$ cat src/rtl/parity_pkg.sv
// Shared definitions for the parity generator/receiver pair: parity-type
// encodings, receiver state enum, result payload and the expected-parity helper.
package parity_pkg;

  localparam int unsigned BYTE_W    = 8;
  localparam int unsigned BIT_IDX_W = 3;
  localparam int unsigned ERR_CNT_W = 8;

  localparam logic [1:0] PAR_NONE = 2'b00;
  localparam logic [1:0] PAR_ODD  = 2'b01;
  localparam logic [1:0] PAR_EVEN = 2'b10;

  typedef enum logic [2:0] {
    IDLE   = 3'd0,
    START  = 3'd1,
    DATA   = 3'd2,
    PARITY = 3'd3,
    STOP   = 3'd4,
    DONE   = 3'd5
  } rx_state_e;

  // Outcome of one received frame as seen by the byte consumer
  typedef struct packed {
    logic [BYTE_W-1:0] data;
    logic              parity_err;
    logic              framing_err;
  } rx_result_t;

  // Only the odd and even encodings enable the check; 00/11 discard the bit
  function automatic logic par_check_en(input logic [1:0] mode);
    return (mode == PAR_ODD) || (mode == PAR_EVEN);
  endfunction

  // Parity bit the generator would have appended for this byte and mode
  function automatic logic exp_parity(input logic [BYTE_W-1:0] data,
                                      input logic [1:0]        mode);
    case (mode)
      PAR_ODD:  return ~^data;
      PAR_EVEN: return ^data;
      default:  return 1'b0;
    endcase
  endfunction

endpackage

$ cat src/rtl/parity_rx_if.sv
// Line-side and consumer-side signals of the parity receiver.
// Optional macro PARITY_RX_ERR_CNT_EN adds the err_cnt output.
interface parity_rx_if;
  import parity_pkg::*;

  logic              rx;
  logic [1:0]        parity_type;
  logic [BYTE_W-1:0] data_out;
  logic              data_valid;
  logic              parity_err;
  logic              framing_err;
  logic              busy;
`ifdef PARITY_RX_ERR_CNT_EN
  logic [ERR_CNT_W-1:0] err_cnt;

  modport master (
    output rx, parity_type,
    input  data_out, data_valid, parity_err, framing_err, busy, err_cnt
  );

  modport slave (
    input  rx, parity_type,
    output data_out, data_valid, parity_err, framing_err, busy, err_cnt
  );
`else
  modport master (
    output rx, parity_type,
    input  data_out, data_valid, parity_err, framing_err, busy
  );

  modport slave (
    input  rx, parity_type,
    output data_out, data_valid, parity_err, framing_err, busy
  );
`endif

endinterface

$ cat src/rtl/parity_rx_sync.sv
// Two-flop synchroniser for the asynchronous serial line; resets to the
// idle-high level so reset release never looks like a start edge.
module parity_rx_sync (
  input  logic clk,
  input  logic rst_n,
  input  logic rx_i,
  output logic rx_s_o
);

  logic meta_q;
  logic sync_q;

  // Metastability filter: two back-to-back flops
  always_ff @(posedge clk or negedge rst_n) begin
    if (!rst_n) begin
      meta_q <= 1'b1;
      sync_q <= 1'b1;
    end else begin
      meta_q <= rx_i;
      sync_q <= meta_q;
    end
  end

  assign rx_s_o = sync_q;

endmodule

$ cat src/rtl/parity_rx.sv
// Serial frame receiver: 1 start, 8 data (LSB first), 1 parity, 1 stop bit.
// Recomputes parity under the mode latched at the start bit and reports
// parity/framing errors alongside a one-cycle data_valid pulse.
// Optional macro PARITY_RX_ERR_CNT_EN adds a saturating parity-error counter.
module parity_rx
  import parity_pkg::*;
#(
  parameter int unsigned CLKS_PER_BIT = 16,
  parameter int unsigned DATA_W       = 8
) (
  input  logic        clk,
  input  logic        reset,
  parity_rx_if.slave  bus
);

  localparam int unsigned CNT_W = $clog2(CLKS_PER_BIT);
  localparam logic [CNT_W-1:0] CNT_HALF = CNT_W'(CLKS_PER_BIT / 2 - 1);
  localparam logic [CNT_W-1:0] CNT_LAST = CNT_W'(CLKS_PER_BIT - 1);

  // Elaboration guards for unsupported configurations
  if (DATA_W != BYTE_W) begin : g_bad_data_w
    $error("parity_rx: DATA_W must be 8");
  end
  if ((CLKS_PER_BIT < 4) || ((CLKS_PER_BIT % 2) != 0)) begin : g_bad_cpb
    $error("parity_rx: CLKS_PER_BIT must be even and at least 4");
  end

  logic rx_s;

  rx_state_e            state_q,       state_d;
  logic [CNT_W-1:0]     clk_cnt_q,     clk_cnt_d;
  logic [BIT_IDX_W-1:0] bit_idx_q,     bit_idx_d;
  logic [BYTE_W-1:0]    shreg_q,       shreg_d;
  logic                 par_rx_q,      par_rx_d;
  logic [1:0]           par_mode_q,    par_mode_d;
  logic                 busy_q,        busy_d;
  logic [BYTE_W-1:0]    data_out_q,    data_out_d;
  logic                 data_valid_q,  data_valid_d;
  logic                 parity_err_q,  parity_err_d;
  logic                 framing_err_q, framing_err_d;
`ifdef PARITY_RX_ERR_CNT_EN
  logic [ERR_CNT_W-1:0] err_cnt_q,     err_cnt_d;
`endif

  parity_rx_sync u_sync (
    .clk    (clk),
    .rst_n  (reset),
    .rx_i   (bus.rx),
    .rx_s_o (rx_s)
  );

  // Next-state and output decode for the frame FSM
  always_comb begin
    state_d       = state_q;
    clk_cnt_d     = clk_cnt_q;
    bit_idx_d     = bit_idx_q;
    shreg_d       = shreg_q;
    par_rx_d      = par_rx_q;
    par_mode_d    = par_mode_q;
    busy_d        = busy_q;
    data_out_d    = data_out_q;
    data_valid_d  = 1'b0;
    parity_err_d  = 1'b0;
    framing_err_d = 1'b0;

    case (state_q)
      IDLE: begin
        if (!rx_s) begin
          state_d   = START;
          clk_cnt_d = '0;
        end
      end

      START: begin
        if (clk_cnt_q == CNT_HALF) begin
          clk_cnt_d = '0;
          if (!rx_s) begin
            par_mode_d = bus.parity_type;
            busy_d     = 1'b1;
            bit_idx_d  = '0;
            state_d    = DATA;
          end else begin
            state_d = IDLE;
          end
        end else begin
          clk_cnt_d = clk_cnt_q + CNT_W'(1);
        end
      end

      DATA: begin
        if (clk_cnt_q == CNT_LAST) begin
          clk_cnt_d          = '0;
          shreg_d[bit_idx_q] = rx_s;
          bit_idx_d          = bit_idx_q + BIT_IDX_W'(1);
          if (bit_idx_q == BIT_IDX_W'(BYTE_W - 1)) begin
            state_d = PARITY;
          end
        end else begin
          clk_cnt_d = clk_cnt_q + CNT_W'(1);
        end
      end

      PARITY: begin
        if (clk_cnt_q == CNT_LAST) begin
          clk_cnt_d = '0;
          par_rx_d  = rx_s;
          state_d   = STOP;
        end else begin
          clk_cnt_d = clk_cnt_q + CNT_W'(1);
        end
      end

      STOP: begin
        if (clk_cnt_q == CNT_LAST) begin
          clk_cnt_d     = '0;
          data_out_d    = shreg_q;
          data_valid_d  = 1'b1;
          parity_err_d  = par_check_en(par_mode_q) &&
                          (par_rx_q != exp_parity(shreg_q, par_mode_q));
          framing_err_d = !rx_s;
          state_d       = DONE;
        end else begin
          clk_cnt_d = clk_cnt_q + CNT_W'(1);
        end
      end

      DONE: begin
        busy_d  = 1'b0;
        state_d = IDLE;
      end

      default: begin
        state_d = IDLE;
      end
    endcase
  end

`ifdef PARITY_RX_ERR_CNT_EN
  // Saturating tally of parity errors, cleared only by reset
  always_comb begin
    err_cnt_d = err_cnt_q;
    if (parity_err_d && (err_cnt_q != '1)) begin
      err_cnt_d = err_cnt_q + ERR_CNT_W'(1);
    end
  end
`endif

  // State, datapath and output registers
  always_ff @(posedge clk or negedge reset) begin
    if (!reset) begin
      state_q       <= IDLE;
      clk_cnt_q     <= '0;
      bit_idx_q     <= '0;
      shreg_q       <= '0;
      par_rx_q      <= 1'b0;
      par_mode_q    <= PAR_NONE;
      busy_q        <= 1'b0;
      data_out_q    <= '0;
      data_valid_q  <= 1'b0;
      parity_err_q  <= 1'b0;
      framing_err_q <= 1'b0;
    end else begin
      state_q       <= state_d;
      clk_cnt_q     <= clk_cnt_d;
      bit_idx_q     <= bit_idx_d;
      shreg_q       <= shreg_d;
      par_rx_q      <= par_rx_d;
      par_mode_q    <= par_mode_d;
      busy_q        <= busy_d;
      data_out_q    <= data_out_d;
      data_valid_q  <= data_valid_d;
      parity_err_q  <= parity_err_d;
      framing_err_q <= framing_err_d;
    end
  end

`ifdef PARITY_RX_ERR_CNT_EN
  // Error counter register
  always_ff @(posedge clk or negedge reset) begin
    if (!reset) begin
      err_cnt_q <= '0;
    end else begin
      err_cnt_q <= err_cnt_d;
    end
  end

  assign bus.err_cnt = err_cnt_q;
`endif

  assign bus.data_out    = data_out_q;
  assign bus.data_valid  = data_valid_q;
  assign bus.parity_err  = parity_err_q;
  assign bus.framing_err = framing_err_q;
  assign bus.busy        = busy_q;

endmodule

$ cat src/flat_wrapper.sv
// flat-port wrapper written by rule: the top's interface ports become plain ports
module parity_rx_flat import parity_pkg::*;
#(
  parameter int unsigned CLKS_PER_BIT = 16,
  parameter int unsigned DATA_W       = 8
)
  (clk, reset, bus_rx, bus_parity_type, bus_data_out, bus_data_valid, bus_parity_err, bus_framing_err, bus_busy);
  parity_rx_if bus_i ();
  input  logic clk;
  input  logic reset;
  input wire logic [$bits(bus_i.rx)-1:0] bus_rx;
  input wire logic [$bits(bus_i.parity_type)-1:0] bus_parity_type;
  output wire logic [$bits(bus_i.data_out)-1:0] bus_data_out;
  output wire logic [$bits(bus_i.data_valid)-1:0] bus_data_valid;
  output wire logic [$bits(bus_i.parity_err)-1:0] bus_parity_err;
  output wire logic [$bits(bus_i.framing_err)-1:0] bus_framing_err;
  output wire logic [$bits(bus_i.busy)-1:0] bus_busy;
  assign bus_i.rx = bus_rx;
  assign bus_i.parity_type = bus_parity_type;
  assign bus_data_out = bus_i.data_out;
  assign bus_data_valid = bus_i.data_valid;
  assign bus_parity_err = bus_i.parity_err;
  assign bus_framing_err = bus_i.framing_err;
  assign bus_busy = bus_i.busy;
  parity_rx #(.CLKS_PER_BIT(CLKS_PER_BIT), .DATA_W(DATA_W)) u_core (.clk(clk), .reset(reset), .bus(bus_i));
endmodule
$ cat config.mk
export PLATFORM = sky130hd
export DESIGN_NAME = parity_rx_flat
export DESIGN_NICKNAME = d
export VERILOG_FILES = /design/src/rtl/parity_pkg.sv /design/src/rtl/parity_rx_if.sv /design/src/rtl/parity_rx_sync.sv /design/src/rtl/parity_rx.sv /design/src/flat_wrapper.sv
export SDC_FILE = /design/constraint.sdc
export NUM_CORES = 1
export LEC_CHECK = 0
export ABC_AREA = 0
export ABC_CLOCK_PERIOD_IN_PS = 5050
export BUFFER_PORTS_ARGS = -buffer_cell sky130_fd_sc_hd__buf_2
export CAP_MARGIN = 20
export CORE_MARGIN = 8
export CORE_UTILIZATION = 33
export CTS_CLUSTER_SIZE = 12
export DETAILED_ROUTE_END_ITERATION = 8
export GPL_TIMING_DRIVEN = 0
export PLACE_DENSITY = 0.48
export SLEW_MARGIN = 5
export SYNTH_ARGS = -nofsm -noshare
export SYNTH_HDL_FRONTEND = slang
export SYNTH_SLANG_ARGS = --single-unit
$ cat constraint.sdc
create_clock -name clk -period 5.05 [get_ports clk]
set_input_delay 1.01 -clock clk [delete_from_list [all_inputs] [get_ports clk]]
set_output_delay 1.01 -clock clk [all_outputs]
set_load 0.005 [all_outputs]
==> results.toml <==
[status]
status = "finished, final reports clean"

[global_route]
grt_max_degree = 36
grt_pass1_vias = 1133
antenna_found_initial = 0
grt_pass1_wl_um = 5540
grt_overflow = 0
grt_use_total = 0.0915

[yosys]
synth_top_area_cell = "dfrtp_1"
synth_flop_cell = "dfrtp_1"
synth_fp_nets = 154
ys_seq_area_frac = 0.505
syn_avg_cell_area_um2 = 12.1
syn_inst = 144
async_flop_share = 1.00
syn_area_um2 = 1740
ys_ff_latch = 35
synth.top_cell.area_share = 0.475
synth.area.top_cells = "dfrtp_1 47%, mux2_2 11%, ha_1 3.6%"
yosysUniqueCellTypes = 44
synth-edff-count = 0
yosysWarnings = 0

[sta]
slew_violations = 0
finalSetupTns_ns = 0
setup_viol = 0
max_freq_mhz = 541
skew_ns = 0.00424
worst_slew_pin_slew_ns = 0.791
slew_headroom = 0.473
hold_violations = 0
fin_crit_ns = 1.85
fin_crit_sh = 0.366
rsz0062_at_grt = "false"

[critical_path]
ff2ff_setup_slack_ns = 3.20
crit_buf_inv = 1
crit_type = "register to register"
reg2reg_from = "u_core.clk_cnt_q[0]$_DFFE_PN0P_"
endpoint = "u_core.bus.data_out[7]$_DFFE_PN0P_"
cp_max_fo = 10
crit_family = "simple AND/OR/NAND/NOR gates"
critical_path_arrival_ns = 2.02
rr_endpoint = "u_core.bus.data_out[7]$_DFFE_PN0P_"
cp_cell_sequence = "ha_1 -> and3_2 -> nand3_1 -> buf_2 -> mux2_2"
crit_slowest_cell = "dfrtp_1"
critPathCaptureType = "register"
cpPeakStageDelay_ns = 0.41
rr_worst_depth = 5
critPathLaunch = "u_core.clk_cnt_q[0]$_DFFE_PN0P_"
cp-start-kind = "register"
worstPathRequired_ns = 5.22
cp_num_cells = 5

[pwr]
clkPwrFrac = 0.301
p_leak_nw = 0.974
swShare = 0.303
peakVddDrop_uv = 108
p_int_w = 0.000483
p_switching_w = 0.000210
powerDensity_nw_per_um2 = 347
combinationalPowerShare = 0.200
sequentialPowerShare = 0.499

[floorplanning]
rows = 26
coreArea_um2 = 5110
die_height_um = 88.6
dieArea_um2 = 7850
num_io_pins = 17
initial_core_util = 0.341
die_w_um = 88.6

[clock_network]
clk_path_buf_depth = 2
insertion_delay_ns = 0.28
cts_resized = 0
cts_made_buffers = 5
clk_pin_slew_worst_paths_ns = 0.07
cts-root-buf = "clkbuf_8"
postCtsSetupBuffers = 0
htree_levels = 2
clock_sinks = 35
cts_tree = "yes"
cts_hold_buf = 0

[cells_and_area]
mostFrequentLayoutCell = "dfrtp_1"
drive_gt1_frac = 0.351
num_antenna_cells = 0
syn2layout_area_growth_pct = 14.9
filler_cell_count = 516
final_cell_mix = "33 x dfrtp_1, 18 x buf_2, 17 x mux2_2"
fin_nets = 177
stdcell_count = 238

[drt]
antenna_left = 0
dr_total_vias = 1116
wl_um = 3180
drt_iter0_drc = 39
routedWlPerCell_um = 13.4
viasPerCell = 4.69
first_pass_iters = 3
drc = 0

[place]
post-dp-hpwl_um = 2270
gp_congestion = 0.765
portBuffers = 16
placedCellCount = 230

[worst_hold_path]
whs_path_depth = 0
hold_class = "register to register"

[run]
cap_viol_max_count = 0
-- Yosys cell counts (2+ instances only) --
cell	number
nor3_1	2
mux2i_1	2
xnor2_1	7
nor4b_1	2
dfrtp_1	33
nand4b_1	2
a21oi_1	3
mux2_4	3
a22o_1	2
o21ai_0	6
buf_2	2
ha_1	5
nand3b_1	3
dfstp_2	2
nor2_1	6
inv_1	4
nand2b_1	4
mux2_2	17
nand2_1	10
nand3_1	5
-- metal layers --
layer,vias up,wire [µm],global-route usage
li1,556,-,-
met4,0,44,0.0323
met2,17,1470,0.146
met1,538,1490,0.109
met3,5,179,0.0353
met5,-,0,0
-- through the flow --
| stage | cell area [µm²] | total power, W | hold WS [ns] | util | setup slack (ns) |
|---|---|---|---|---|---|
| detailed placement | 1910 | 0.000492 | 0.347 | 0.373 | 3.17 |
| global route | 2000 | 0.000740 | 0.362 | 0.391 | 3.08 |
| floorplan | 1740 | 0.000453 | 0.345 | - | 3.34 |
| CTS | 2000 | 0.000708 | 0.358 | 0.391 | 3.17 |
| finish | 2000 | 0.000693 | 0.352 | 0.391 | 3.20 |
| global placement | 1910 | 0.000486 | 0.345 | 0.373 | 3.21 |
-- flip-flops by register name, summed over array words and instances (netlist names) --
name and flops:
u_core.bus.parity_err 1, u_core.bus.busy 1, u_core.shreg_q 8, u_core.bus.data_valid 1, u_core.bus.data_out 8, u_core.par_mode_q 2
u_core.bit_idx_q 3, u_core.par_rx_q 1, u_core.u_sync.rx_s_o 1, u_core.state_q 3, u_core.clk_cnt_q 4, u_core.u_sync.meta_q 1
u_core.bus.framing_err 1
-- logic make-up after synthesis --
kind of cell,after synthesis,synth area share
adders and majority gates,5,0.0360
DFF,35,0.505
buffers and inverters,10,0.0396
xor gates and xnor gates,7,0.0353
and+or+nand+nor,46,0.162
muxes,22,0.147
AOI/OAI and AO/OA,19,0.0748
-- power by group through the flow --
stage	Sequential [W]	Combinational, W	Clock, W
5_1_grt	0.000352	0.000158	0.000230
2_1_floorplan	0.000344	0.000109	0
3_5_place_dp	0.000352	0.000140	0
4_1_cts	0.000346	0.000140	0.000221
6_report	0.000346	0.000139	0.000208
3_3_place_gp	0.000351	0.000135	0
-- worst min-delay path by stage --
stage                                     endpoint                           start  slack (ns)
finish              u_core.u_sync.rx_s_o$_DFF_PN1_  u_core.u_sync.meta_q$_DFF_PN1_        0.35
global route        u_core.u_sync.rx_s_o$_DFF_PN1_  u_core.u_sync.meta_q$_DFF_PN1_        0.36
CTS                 u_core.u_sync.rx_s_o$_DFF_PN1_  u_core.u_sync.meta_q$_DFF_PN1_        0.36
detailed placement  u_core.u_sync.rx_s_o$_DFF_PN1_  u_core.u_sync.meta_q$_DFF_PN1_        0.35
global placement    u_core.u_sync.rx_s_o$_DFF_PN1_  u_core.u_sync.meta_q$_DFF_PN1_        0.35
floorplan           u_core.u_sync.rx_s_o$_DFF_PN1_  u_core.u_sync.meta_q$_DFF_PN1_        0.35
-- final cells by class --
class	count	area (µm²)	share of cell area
multi-input cells	99	792	0.396
flip-flops and latches	35	878	0.440
clock inverters	1	5.00	0.00250
well taps	70	87.6	0.0438
plain buffers	6	53.8	0.0269
repair buffers	16	80.1	0.0401
inverters	4	15.0	0.00751
clock buffers	7	86.3	0.0432
Power figures use the tool's default switching activity.
